$ cat src/rtl/barrel_shifter_pipe.sv
// barrel_shifter_pipe: log2(WIDTH)-stage pipelined ROR/ROL/SRL/SRA shifter with valid/ready.
// Optional: define BARREL_SHIFTER_PIPE_CARRY_EN to add out_carry and the per-stage carry registers.
module barrel_shifter_pipe #(
    parameter  int WIDTH = 32,
    localparam int AW    = $clog2(WIDTH)
) (
    input  logic             clk,
    input  logic             reset_n,
    input  logic             in_valid,
    output logic             in_ready,
    input  logic [WIDTH-1:0] in_data,
    input  logic [AW-1:0]    in_amt,
    input  logic [1:0]       in_op,
    output logic             out_valid,
    input  logic             out_ready,
`ifdef BARREL_SHIFTER_PIPE_CARRY_EN
    output logic             out_carry,
`endif
    output logic [WIDTH-1:0] out_data
);
    localparam int L = AW;

    localparam logic [1:0] OP_ROR = 2'b00;
    localparam logic [1:0] OP_ROL = 2'b01;
    localparam logic [1:0] OP_SRL = 2'b10;
    localparam logic [1:0] OP_SRA = 2'b11;

    logic             w_adv;
    logic [WIDTH-1:0] r_data [L];
    logic             r_vld  [L];
    logic [AW-1:0]    r_amt  [L-1];
    logic [1:0]       r_op   [L-1];
    logic             r_sign [L-1];
`ifdef BARREL_SHIFTER_PIPE_CARRY_EN
    logic             r_cy   [L];
`endif

    // The whole pipe moves in lockstep; bubbles are never squeezed out.
    assign w_adv     = ~out_valid | out_ready;
    assign in_ready  = w_adv;
    assign out_valid = r_vld[L-1];
    assign out_data  = r_data[L-1];
`ifdef BARREL_SHIFTER_PIPE_CARRY_EN
    assign out_carry = r_cy[L-1];
`endif

    for (genvar k = 0; k < L; k++) begin : g_stage
        localparam int SH = 1 << k;

        logic [WIDTH-1:0] w_d;
        logic [WIDTH-1:0] w_sh;
        logic [AW-1:0]    w_a;
        logic [1:0]       w_op;
        logic             w_s;
        logic             w_v;
`ifdef BARREL_SHIFTER_PIPE_CARRY_EN
        logic             w_c;
        logic             w_cn;
`endif

        if (k == 0) begin : g_src
            assign w_d  = in_data;
            assign w_a  = in_amt;
            assign w_op = in_op;
            assign w_s  = in_data[WIDTH-1];
            assign w_v  = in_valid;
`ifdef BARREL_SHIFTER_PIPE_CARRY_EN
            assign w_c  = 1'b0;
`endif
        end else begin : g_src
            assign w_d  = r_data[k-1];
            assign w_a  = r_amt[k-1];
            assign w_op = r_op[k-1];
            assign w_s  = r_sign[k-1];
            assign w_v  = r_vld[k-1];
`ifdef BARREL_SHIFTER_PIPE_CARRY_EN
            assign w_c  = r_cy[k-1];
`endif
        end

        // Remaining amount is kept right-aligned: bit 0 always steers this stage.
        always_comb begin
            w_sh = w_d;
`ifdef BARREL_SHIFTER_PIPE_CARRY_EN
            w_cn = w_c;
`endif
            if (w_a[0]) begin
                unique case (w_op)
                    OP_ROR: w_sh = {w_d[SH-1:0], w_d[WIDTH-1:SH]};
                    OP_ROL: w_sh = {w_d[WIDTH-SH-1:0], w_d[WIDTH-1:WIDTH-SH]};
                    OP_SRL: w_sh = {{SH{1'b0}}, w_d[WIDTH-1:SH]};
                    OP_SRA: w_sh = {{SH{w_s}}, w_d[WIDTH-1:SH]};
                endcase
`ifdef BARREL_SHIFTER_PIPE_CARRY_EN
                w_cn = (w_op == OP_ROL) ? w_d[WIDTH-SH] : w_d[SH-1];
`endif
            end
        end

        always_ff @(posedge clk or negedge reset_n) begin
            if (!reset_n) begin
                r_vld[k]  <= 1'b0;
                r_data[k] <= '0;
`ifdef BARREL_SHIFTER_PIPE_CARRY_EN
                r_cy[k]   <= 1'b0;
`endif
            end else if (w_adv) begin
                r_vld[k]  <= w_v;
                r_data[k] <= w_sh;
`ifdef BARREL_SHIFTER_PIPE_CARRY_EN
                r_cy[k]   <= w_cn;
`endif
            end
        end

        if (k < L - 1) begin : g_fwd
            always_ff @(posedge clk or negedge reset_n) begin
                if (!reset_n) begin
                    r_amt[k]  <= '0;
                    r_op[k]   <= '0;
                    r_sign[k] <= 1'b0;
                end else if (w_adv) begin
                    r_amt[k]  <= {1'b0, w_a[AW-1:1]};
                    r_op[k]   <= w_op;
                    r_sign[k] <= w_s;
                end
            end
        end
    end

endmodule

$ cat config.mk
export PLATFORM = sky130hd
export DESIGN_NAME = barrel_shifter_pipe
export DESIGN_NICKNAME = d
export VERILOG_FILES = /design/src/rtl/barrel_shifter_pipe.sv
export SDC_FILE = /design/constraint.sdc
export NUM_CORES = 1
export LEC_CHECK = 0
export ABC_CLOCK_PERIOD_IN_PS = 2700
export CORE_MARGIN = 5
export CORE_UTILIZATION = 45
export DETAILED_ROUTE_END_ITERATION = 12
export GPL_ROUTABILITY_DRIVEN = 0
export PLACE_DENSITY = 0.74
export SLEW_MARGIN = 5
export SYNTH_ARGS = -nofsm -noshare
export SYNTH_HDL_FRONTEND = slang
export SYNTH_SLANG_ARGS = --single-unit
export TNS_END_PERCENT = 10
$ cat constraint.sdc
create_clock -name clk -period 2.7 [get_ports clk]
set_input_delay 0.405 -clock clk [delete_from_list [all_inputs] [get_ports clk]]
set_output_delay 0.405 -clock clk [all_outputs]
set_load 0.01 [all_outputs]
==> impl_metrics.py <==
metrics = {
    "outcome": {
        "outcome": "completed",
    },
    "timing": {
        "relSlewSlack_pct": 42.8,
        "worst_slew_pin_slew_ps": 857,
        "final.min_clock_period_ps": 2140,
        "max_freq_mhz": 467,
        "skew_ps": 7.90,
        "setup_tns_ps": 0,
        "period_share_pct": 79.3,
        "hold_viol_final": 0,
        "maxSlewViolCount": 0,
        "setup-violations-final": 0,
        "rsz0062_at_grt": "no",
    },
    "logic_synthesis": {
        "synthTopCellsByArea": "dfrtp_1 46%, mux2i_1 13%, nand2_1 8.6%, o211ai_1 8.4%, nand3b_1 6.6%",
        "ys_seq_area_share_pct": 46.1,
        "avgSynthCellArea_sq_um": 9.83,
        "synth_cells": 1032,
        "yosys.area.top_type": "dfrtp_1",
        "synth_cell_types": 34,
        "ys_warn_count": 0,
        "synth_area_sq_um": 10100,
        "synth.net_count": 1075,
        "synth_top_area_share_pct": 46.1,
        "yosys_register_bits": 187,
    },
    "floorplan": {
        "rows": 55,
        "start_util_pct": 45.2,
        "die_width_microns": 160,
        "fp.dieH_microns": 160,
        "io_pins": 77,
        "coreArea_sq_um": 22400,
        "die_area_sq_um": 25600,
    },
    "route": {
        "wl_per_cell_microns": 17.4,
        "dr.first_iter.drc_count": 636,
        "avgViaCountPerCell": 5.68,
        "first_pass_iters": 7,
        "dr_total_vias": 7718,
        "ant_nets": 0,
        "routed_wl_microns": 23600,
        "remaining_drc_errors": 0,
    },
    "critical_path": {
        "cp-end-kind": "output port",
        "cp_max_fo": 25,
        "worstPathArrival_ps": 1740,
        "setup.worst_path.class": "primary input to output port",
        "cp.required_ps": 2300,
        "start_kind": "primary input",
    },
    "clock_network": {
        "clk_pin_slew_ps": 60,
        "cts_tree": "built",
        "clockBufferDepth": 2,
        "cts_resized": 0,
        "numCtsBuffers": 17,
        "insertion_delay_ps": 430,
        "root_buffer": "clkbuf_16",
        "cts_sinks": 187,
        "htree_levels": 4,
    },
    "global_routing": {
        "grt_pass1_vias": 7428,
        "grt_max_degree": 203,
        "grt_pass1_wl_microns": 39600,
        "grt_use_total_pct": 18.4,
        "antenna_found_initial": 0,
        "grt-ovfl-total": 0,
    },
    "pwr": {
        "peakVddDrop_v": 0.000437,
        "p_leak_uw": 0.00513,
        "power_density_nw_per_um2": 1140,
    },
    "cells_and_area": {
        "final_common_cell": "nand2_1",
        "nFillCells": 2038,
        "final_cell_count_no_fill": 1359,
        "final_cell_mix": "232 x nand2_1, 187 x dfrtp_1, 136 x mux2i_1",
        "nets": 1105,
        "area_growth_pct": 13.4,
        "final_util_pct": 51.3,
        "diodes": 0,
        "drive_gt1_share_pct": 7.45,
    },
    "job": {
        "maxCapViolCount": 0,
    },
    "placed_design": {
        "post-dp-hpwl_microns": 16200,
        "io_buffer_count": 76,
        "dp_cells": 1327,
    },
    "worst_hold_path": {
        "hp-class": "register to register",
    },
}
==> worst max-delay path: stages <==
cell	delay (ps)
clkdlybuf4s50_1	500
nor2b_4	70
inv_6	170
clkdlybuf4s50_1	580
==> synthesized netlist by cell type (all sizes together) <==
master / instances
nand3: 30
a211oi: 8
inv: 2
nor3: 8
or3: 1
nand3b: 89
mux2i: 136
o211ai: 113
buf: 68
o21ai: 54
a22oi: 8
nand2b: 21
nor2b: 1
nor2: 16
a2bb2oi: 6
a31oi: 1
dfrtp: 187
mux2: 8
a21oi: 1
nand2: 233
clkbuf: 24
and2: 1
and3: 16
==> flip-flops by register name, summed over array words and instances (netlist names) <==
| register | flops |
|---|---|
| g_stage.w_s | 4 |
| g_stage.w_op | 8 |
| out_data | 32 |
| g_stage.w_d | 128 |
| g_stage.w_v | 4 |
| out_valid | 1 |
| g_stage.w_a | 10 |
==> final cells by class <==
class | count | area [sq um] | share of cell area [%]
Clock inverter | 9 | 113 | 0.979
Multi-Input combinational cell | 751 | 4860 | 42.2
Sequential cell | 187 | 4680 | 40.7
Clock buffer | 22 | 484 | 4.21
Timing Repair Buffer | 103 | 1000 | 8.73
Inverter | 2 | 12.5 | 0.109
Tap cell | 285 | 357 | 3.10
==> where the power goes <==
group | switching, uW | internal (uW) | total, uW
Combinational | 2640 | 2550 | 5190
Sequential | 1380 | 4020 | 5390
Clock | 1070 | 1460 | 2530
Total | 5080 | 8030 | 13100
==> path summary, 6_finish.rpt <==
check	end	from	slack (ps)	depth (start not counted)
max in group asynchronous	out_data[26]	reset_n	1380	3
worst min register to register	out_valid	g_stage[4].w_v	460	1
worst max register to register	out_data[16]	g_stage[4].w_op[1]	980	3
min in group asynchronous	g_stage[4].w_a[0]	reset_n	540	2
worst max-delay path	in_ready	out_ready	560	4
worst min-delay path	out_valid	g_stage[4].w_v	460	1
==> metal layers <==
layer / vias to the layer above / part of all wire [%] / wire, microns / global-route usage, %
met1: 3762 / 46 / 11000 / 25.7
met2: 193 / 48 / 11300 / 30.0
met5: - / 0 / 0 / 0
met4: 0 / 1.6 / 376 / 5.08
li1: 3741 / - / - / -
met3: 22 / 4.1 / 965 / 2.94
==> cell families after synthesis <==
group	share of synthesized area, %
and+or+nand+nor	20.3
muxes	14.3
AOI/OAI and AO/OA	13.2
buffers and inverters	6.03
DFF	46.1
==> per-stage QoR <==
stage	power [uW]	instance area (sq um)	hold slack [ps]	setup WS, ps
floorplan	9070	10100	109	1250
global placement	10400	10900	423	555
detailed placement	10600	10900	433	548
CTS	13200	11500	467	545
global route	14000	11500	485	497
finish	13100	11500	462	558
==> repair_timing <==
action	CTS	global route
hold buffers	1	0
buffers inserted	0	0
endpoints found under the hold margin	56	0
Note: power is estimated with default switching activity, not from simulation.
